<file path="src/rtl/systolic_pkg.sv">
// Shared constants, state encoding and width helpers for the systolic tile sequencer.
package systolic_pkg;

  localparam int N_DEF = 4;
  localparam int K_DEF = 4;

  typedef logic [1:0] state_t;

  localparam state_t ST_IDLE  = 2'd0;
  localparam state_t ST_FEED  = 2'd1;
  localparam state_t ST_DRAIN = 2'd2;
  localparam state_t ST_DONE  = 2'd3;

  function automatic int feed_w(input int n, input int k);
    return (n + k > 1) ? $clog2(n + k) : 1;
  endfunction

  function automatic int drain_w(input int n);
    return (n > 1) ? $clog2(n) : 1;
  endfunction

endpackage

</file>
<file path="src/rtl/systolic_tile_sequencer_if.sv">
// Start/feed/done handshake bundle between a tile controller and the sequencer.
interface systolic_tile_sequencer_if
  import systolic_pkg::*;
#(
  parameter int N = N_DEF,
  parameter int K = K_DEF
);

  localparam int FW = feed_w(N, K);

  logic          i_start_valid;
  logic          o_start_ready;
  logic          i_stall;
  logic          o_arr_clr;
  logic [N-1:0]  o_row_en;
  logic [N-1:0]  o_col_en;
  logic [FW-1:0] o_feed_cnt;
  logic          o_done_valid;
  logic          i_done_ready;
  logic          o_busy;

  modport master (
    output i_start_valid, i_stall, i_done_ready,
    input  o_start_ready, o_arr_clr, o_row_en, o_col_en,
           o_feed_cnt, o_done_valid, o_busy
  );

  modport slave (
    input  i_start_valid, i_stall, i_done_ready,
    output o_start_ready, o_arr_clr, o_row_en, o_col_en,
           o_feed_cnt, o_done_valid, o_busy
  );

endinterface

</file>
<file path="src/rtl/skew_mask_gen.sv">
// Diagonal skew decode: lane i injects during skew steps i .. i+K-1.
module skew_mask_gen #(
  parameter int N  = 4,
  parameter int K  = 4,
  parameter int FW = 3
) (
  input  logic [FW-1:0] t,
  input  logic          en,
  output logic [N-1:0]  mask
);

  always_comb begin
    mask = '0;
    for (int i = 0; i < N; i++) begin
      if (en && (int'(t) >= i) && (int'(t) < i + K)) begin
        mask[i] = 1'b1;
      end
    end
  end

endmodule

</file>
<file path="src/rtl/systolic_tile_sequencer.sv">
// Tile sequencer for an N x N systolic array: clears accumulators, skews A/B
// injection over K+N-1 feed steps, drains N cycles, then holds the result handshake.
module systolic_tile_sequencer
  import systolic_pkg::*;
#(
  parameter int N = N_DEF,
  parameter int K = K_DEF
) (
  input logic i_clk,
  input logic i_rst,
  systolic_tile_sequencer_if.slave bus
);

  localparam int FW = feed_w(N, K);
  localparam int DW = drain_w(N);
  localparam logic [FW-1:0] T_LAST = FW'(K + N - 2);
  localparam logic [DW-1:0] D_LAST = DW'(N - 1);

  state_t        state;
  state_t        state_nxt;
  logic [FW-1:0] t;
  logic [FW-1:0] t_nxt;
  logic [DW-1:0] dcnt;
  logic [DW-1:0] dcnt_nxt;
  logic          feeding;
  logic [N-1:0]  row_mask;
  logic [N-1:0]  col_mask;

  // A stalled feed step holds t, so every inject still happens once stall clears.
  always_comb begin
    state_nxt = state;
    t_nxt     = t;
    dcnt_nxt  = dcnt;
    case (state)
      ST_IDLE: begin
        if (bus.i_start_valid) begin
          state_nxt = ST_FEED;
          t_nxt     = '0;
        end
      end
      ST_FEED: begin
        if (!bus.i_stall) begin
          if (t == T_LAST) begin
            state_nxt = ST_DRAIN;
            t_nxt     = '0;
            dcnt_nxt  = '0;
          end else begin
            t_nxt = t + 1'b1;
          end
        end
      end
      ST_DRAIN: begin
        if (dcnt == D_LAST) begin
          state_nxt = ST_DONE;
          dcnt_nxt  = '0;
        end else begin
          dcnt_nxt = dcnt + 1'b1;
        end
      end
      ST_DONE: begin
        if (bus.i_done_ready) begin
          state_nxt = ST_IDLE;
        end
      end
      default: begin
        state_nxt = ST_IDLE;
        t_nxt     = '0;
        dcnt_nxt  = '0;
      end
    endcase
  end

  always_ff @(posedge i_clk) begin
    if (i_rst) begin
      state <= ST_IDLE;
      t     <= '0;
      dcnt  <= '0;
    end else begin
      state <= state_nxt;
      t     <= t_nxt;
      dcnt  <= dcnt_nxt;
    end
  end

  skew_mask_gen #(.N(N), .K(K), .FW(FW)) u_row_mask (
    .t    (t),
    .en   (feeding),
    .mask (row_mask)
  );

  skew_mask_gen #(.N(N), .K(K), .FW(FW)) u_col_mask (
    .t    (t),
    .en   (feeding),
    .mask (col_mask)
  );

  // Outputs take their idle values while reset is held, whatever state is stored.
  always_comb begin
    feeding           = (state == ST_FEED) && !bus.i_stall && !i_rst;
    bus.o_start_ready = (state == ST_IDLE) || i_rst;
    bus.o_arr_clr     = (state == ST_IDLE) && bus.i_start_valid && !i_rst;
    bus.o_row_en      = row_mask;
    bus.o_col_en      = col_mask;
    bus.o_feed_cnt    = ((state == ST_FEED) && !i_rst) ? t : '0;
    bus.o_done_valid  = (state == ST_DONE) && !i_rst;
    bus.o_busy        = (state != ST_IDLE) && !i_rst;
  end

endmodule

</file>
<file path="src/flat_wrapper.sv">
// flat-port wrapper written by rule: the top's interface ports become plain ports
module systolic_tile_sequencer_flat import systolic_pkg::*;
#(
  parameter int N = N_DEF,
  parameter int K = K_DEF
)
  (i_clk, i_rst, bus_i_start_valid, bus_i_stall, bus_i_done_ready, bus_o_start_ready, bus_o_arr_clr, bus_o_row_en, bus_o_col_en, bus_o_feed_cnt, bus_o_done_valid, bus_o_busy);
  systolic_tile_sequencer_if #(.N(N), .K(K)) bus_i ();
  input logic i_clk;
  input logic i_rst;
  input wire logic [$bits(bus_i.i_start_valid)-1:0] bus_i_start_valid;
  input wire logic [$bits(bus_i.i_stall)-1:0] bus_i_stall;
  input wire logic [$bits(bus_i.i_done_ready)-1:0] bus_i_done_ready;
  output wire logic [$bits(bus_i.o_start_ready)-1:0] bus_o_start_ready;
  output wire logic [$bits(bus_i.o_arr_clr)-1:0] bus_o_arr_clr;
  output wire logic [$bits(bus_i.o_row_en)-1:0] bus_o_row_en;
  output wire logic [$bits(bus_i.o_col_en)-1:0] bus_o_col_en;
  output wire logic [$bits(bus_i.o_feed_cnt)-1:0] bus_o_feed_cnt;
  output wire logic [$bits(bus_i.o_done_valid)-1:0] bus_o_done_valid;
  output wire logic [$bits(bus_i.o_busy)-1:0] bus_o_busy;
  assign bus_i.i_start_valid = bus_i_start_valid;
  assign bus_i.i_stall = bus_i_stall;
  assign bus_i.i_done_ready = bus_i_done_ready;
  assign bus_o_start_ready = bus_i.o_start_ready;
  assign bus_o_arr_clr = bus_i.o_arr_clr;
  assign bus_o_row_en = bus_i.o_row_en;
  assign bus_o_col_en = bus_i.o_col_en;
  assign bus_o_feed_cnt = bus_i.o_feed_cnt;
  assign bus_o_done_valid = bus_i.o_done_valid;
  assign bus_o_busy = bus_i.o_busy;
  systolic_tile_sequencer #(.N(N), .K(K)) u_core (.i_clk(i_clk), .i_rst(i_rst), .bus(bus_i));
endmodule
</file>
<file path="config.mk">
export PLATFORM = sky130hd
export DESIGN_NAME = systolic_tile_sequencer_flat
export DESIGN_NICKNAME = d
export VERILOG_FILES = /design/src/rtl/systolic_pkg.sv /design/src/rtl/systolic_tile_sequencer_if.sv /design/src/rtl/skew_mask_gen.sv /design/src/rtl/systolic_tile_sequencer.sv /design/src/flat_wrapper.sv
export SDC_FILE = /design/constraint.sdc
export NUM_CORES = 1
export LEC_CHECK = 0
export ABC_AREA = 1
export CORE_AREA = 2 2 42 44
export CTS_CLUSTER_DIAMETER = 150
export DETAILED_ROUTE_END_ITERATION = 6
export DIE_AREA = 0 0 44 46
export PLACE_DENSITY_LB_ADDON = 0.3
export SETUP_SLACK_MARGIN = 0.05
export SLEW_MARGIN = 20
export SYNTH_ARGS = -nofsm -noshare
export SYNTH_HDL_FRONTEND = slang
export SYNTH_HIERARCHICAL = 1
export SYNTH_SLANG_ARGS = --single-unit
</file>
<file path="constraint.sdc">
create_clock -name i_clk -period 2.15 [get_ports i_clk]
set_input_delay 0.43 -clock i_clk [delete_from_list [all_inputs] [get_ports i_clk]]
set_output_delay 0.43 -clock i_clk [all_outputs]
set_load 0.005 [all_outputs]
</file>
==> results.rst, run 1 <==
.. list-table::
   :header-rows: 1

   * - Metric
     - Value
   * - Clock transition at the registers of the reported paths
     - about 0.05 ns
   * - Total wire length
     - ~1.6 mm
   * - Max Cap Violations
     - 0
   * - Most area-consuming cells after synthesis
     - dfxtp_1 20%, nand2_1 15%, nor2_1 14%, ha_1 13%, inv_1 10%
   * - Max-slew violations
     - 0
   * - Type of the worst setup path
     - register to output pin
   * - Top cell type's share of synthesized area
     - just over 20%
   * - DRC violation total after the first TritonRoute iteration
     - 7
   * - Power Total
     - 930 uW
   * - Number of nets in the synthesized netlist
     - around 130
   * - Fmax
     - 0.501 GHz
   * - DIE HEIGHT
     - approximately 46 um
   * - Worst slew margin relative to its limit
     - slightly below 70%
   * - Crit path cell chain
     - inv_1, nor2_1, clkdlybuf4s50_1
   * - Commonest non-fill, non-tap cells in the layout
     - 27 x nand2_1, 23 x nor2_1, 16 x inv_1, 12 x buf_4
   * - Sequential cell area
     - between 100 and 150 um2
   * - Area of the die
     - 2020 um2
   * - Run status
     - finished, final reports clean
   * - Static power due to leakage
     - approximately 0.55 nW
   * - Post-Route Hold Slack
     - 0.543 ns
   * - Hold worst-path end
     - u_core/dcnt[1]$_SDFFE_PP0P_
   * - Count of cells along the worst register-to-register path
     - 10
   * - Most common library cell in the layout ignoring fill and taps
     - nand2_1
   * - PwrDens
     - roughly 900 nW/um2
   * - Clock tree from TritonCTS
     - done
   * - Fillers
     - 158
   * - Largest incremental delay on the critical path
     - between 0.5 and 0.6 ns
   * - First-pass GRT wire length
     - about 2.5 mm
   * - Core ar.
     - between 1500 and 2000 um2
   * - Maximum resistive drop on vdd
     - 0.512 mV
   * - Initial antenna violation count
     - 0
   * - Min-Delay Startpoint
     - u_core/dcnt[1]$_SDFFE_PP0P_
   * - Clk Tree Root Cell
     - clkbuf_4
   * - Total overflow reported by the global router
     - 0
   * - TritonCTS buffer count
     - 3
   * - Number of non-filler instances in the completed layout
     - between 150 and 200
   * - Final std cell area, no fill
     - roughly 1000 um2
   * - Num rows
     - 15
   * - Detailed-route vias per instance
     - about 4.6
   * - Antenna violation net count after detailed routing
     - 0
   * - Number of instances in the synthesized netlist
     - about 120
   * - Global-route total usage across every layer
     - roughly 16%
   * - Post-Syn Area per Cell
     - around 6 um2
   * - DRC violations left
     - 0
   * - Final worst path period need
     - 2.00 ns
   * - Vias in the first global route
     - ~630
   * - Worst min path class
     - register to register
   * - Number of endpoints with negative hold slack in the final report
     - 0
   * - Width of the die
     - about 44 um
   * - Number of instances in the placed design
     - 163
   * - Flop and latch count out of synthesis
     - 7
   * - Area delta synth->final
     - 50.3%
   * - I/O pin total
     - 20
   * - Deepest clock path buffer count
     - 2
   * - Critical Path Sink Type
     - output pin
   * - Via count
     - between 700 and 800
   * - Sink Count
     - 7
   * - RSZ-0062 raised after global routing
     - false
   * - Count of buffers inserted at the top-level ports
     - 19
   * - Startpoint Class
     - register
   * - Worst reg2reg path startpoint
     - u_core/state[1]$_SDFFE_PP0P_
   * - Worst-path maximum fanout
     - 13
   * - Worst-case clock skew
     - about 0.0024 ns
   * - Data required time of the critical path
     - around 1.7 ns
   * - Sequential share of the synthesized area
     - 20.3%
   * - Clock latency reported for the late side of the worst-skew pair
     - around 0.25 ns
   * - Total half-perimeter wirelength after legalization and detailed placement
     - around 1.2 mm
   * - Area of combinational cells with multiple inputs
     - between 500 and 600 um2
   * - Worst-case register-to-register setup slack
     - between 0.5 and 0.6 ns
   * - Initial cell density of the core
     - 42.7%
   * - Diode count
     - 0
   * - Reg2Reg Capture Point
     - u_core/t[1]$_SDFFE_PP0P_
   * - Post-Place Cell Area
     - a little under 1000 um2
   * - TritonRoute pass-1 iters
     - 5
   * - Total number of nets in the final design
     - between 150 and 200
   * - Routability congestion estimate from global placement
     - 0.751
   * - Number of failing setup endpoints in the final timing report
     - 0
   * - Worst EP arrival
     - 1.57 ns
   * - Unique masters post-synth
     - 16
   * - Routed length per instance
     - between 9 and 10 um
   * - Synth area leader
     - dfxtp_1
   * - Count of cells along the worst hold path
     - 4
   * - Layout cells sized above 1
     - around 28%
   * - Master of the slowest instance on the critical path
     - dfxtp_1
   * - Slew at the pin with the worst max-slew slack
     - between 0.4 and 0.5 ns
   * - Clock H-tree levels
     - 1
   * - Final worst path period share
     - about 93%
   * - Largest net degree at the start of global routing
     - 14
   * - # hold bufs at CTS
     - 0
   * - Netlist area before placement
     - roughly 700 um2
   * - Warning count from the yosys run
     - 6
[critical path, delay by kind of cell, from the launching register on]
kind / cells / cell delay (ns)
buffers and inverters: 2 / 0.60
AND/OR/NAND/NOR: 1 / 0.12
flip-flops: 1 / 0.59
[synth_stat cells (all sizes together)]
cell type  number
a21oi           5
and3            1
dfxtp           7
ha              7
inv            22
nand2          29
nand3           4
nor2           34
nor3            1
o21a            3
o21ai           4
[cells by family after synthesis]
kind of cell	share of synthesized area (%)
and+or+nand+nor	43.6
DFF	20.3
buffers and inverters	12.0
adders and majority gates	12.7
AOI/OAI and AO/OA	11.4
[repair_timing]
item,4_1_cts,5_1_grt
setup endpoints to repair,13,9
gates resized for setup,19,12
pin swaps,3,1
buffers inserted,2,0
[cell type report]
| class | instances | share of cell area, % |
|---|---|---|
| clock buffer | 4 | 2.54 |
| inverter | 22 | 7.97 |
| multi-input combinational | 88 | 48.4 |
| sequential | 7 | 13.9 |
| tap | 17 | 2.05 |
| timing repair buffer | 31 | 25.1 |
[power by group]
group	switching [mW]	total, mW	internal (mW)
sequential	0.0592	0.228	0.169
combinational	0.318	0.584	0.266
clock	0.0474	0.118	0.0707
total	0.425	0.930	0.505
[registers in the layout, summed over array words and instances (netlist names)]
name          count
u_core/t          3
u_core/dcnt       2
u_core/state      2
[through the flow]
stage,util (%),setup slack [ns],setup TNS [ns]
floorplan,-,0.365,0
global placement,60.5,-0.252,-1.40
detailed placement,60.5,-0.271,-1.59
CTS,62.3,0.0410,0
global route,64.2,0.0630,0
finish,64.2,0.152,0
[how the worst max path moves through the flow]
| stage | cells after the start | to | startpoint | slack, ns |
|---|---|---|---|---|
| after CTS | 7 | bus_o_arr_clr | u_core/state[1]$_SDFFE_PP0P_ | 0.04 |
| final | 3 | bus_o_feed_cnt[0] | u_core/t[0]$_SDFFE_PP0P_ | 0.15 |
| after global routing | 3 | bus_o_feed_cnt[1] | u_core/t[1]$_SDFFE_PP0P_ | 0.06 |
| after floorplan | 8 | bus_o_col_en[2] | u_core/state[1]$_SDFFE_PP0P_ | 0.37 |
| after detailed placement | 10 | bus_o_row_en[2] | i_rst | -0.27 |
| after global placement | 10 | bus_o_col_en[2] | i_rst | -0.25 |
[metal layers]
layer	vias up	global-route usage, %	routed length (um)
li1	422	-	-
met1	343	18.4	621
met2	14	30.0	851
met3	2	4.76	76
met4	0	3.64	8
met5	-	0	0
No activity file was read; power rests on OpenSTA's default activity.
==> inputs of run 2 (changes only) <==
Settings changed: REMOVE_ABC_BUFFERS set to 1.
==> results of run 2 <==
The final DEF is identical to that of run 1; final timing and power are the same.
==> inputs of run 3 (changes only) <==
Settings changed: REMOVE_ABC_BUFFERS 1 to not set.
==> results of run 3 <==
The final DEF is identical to that of run 1; final timing and power are the same.
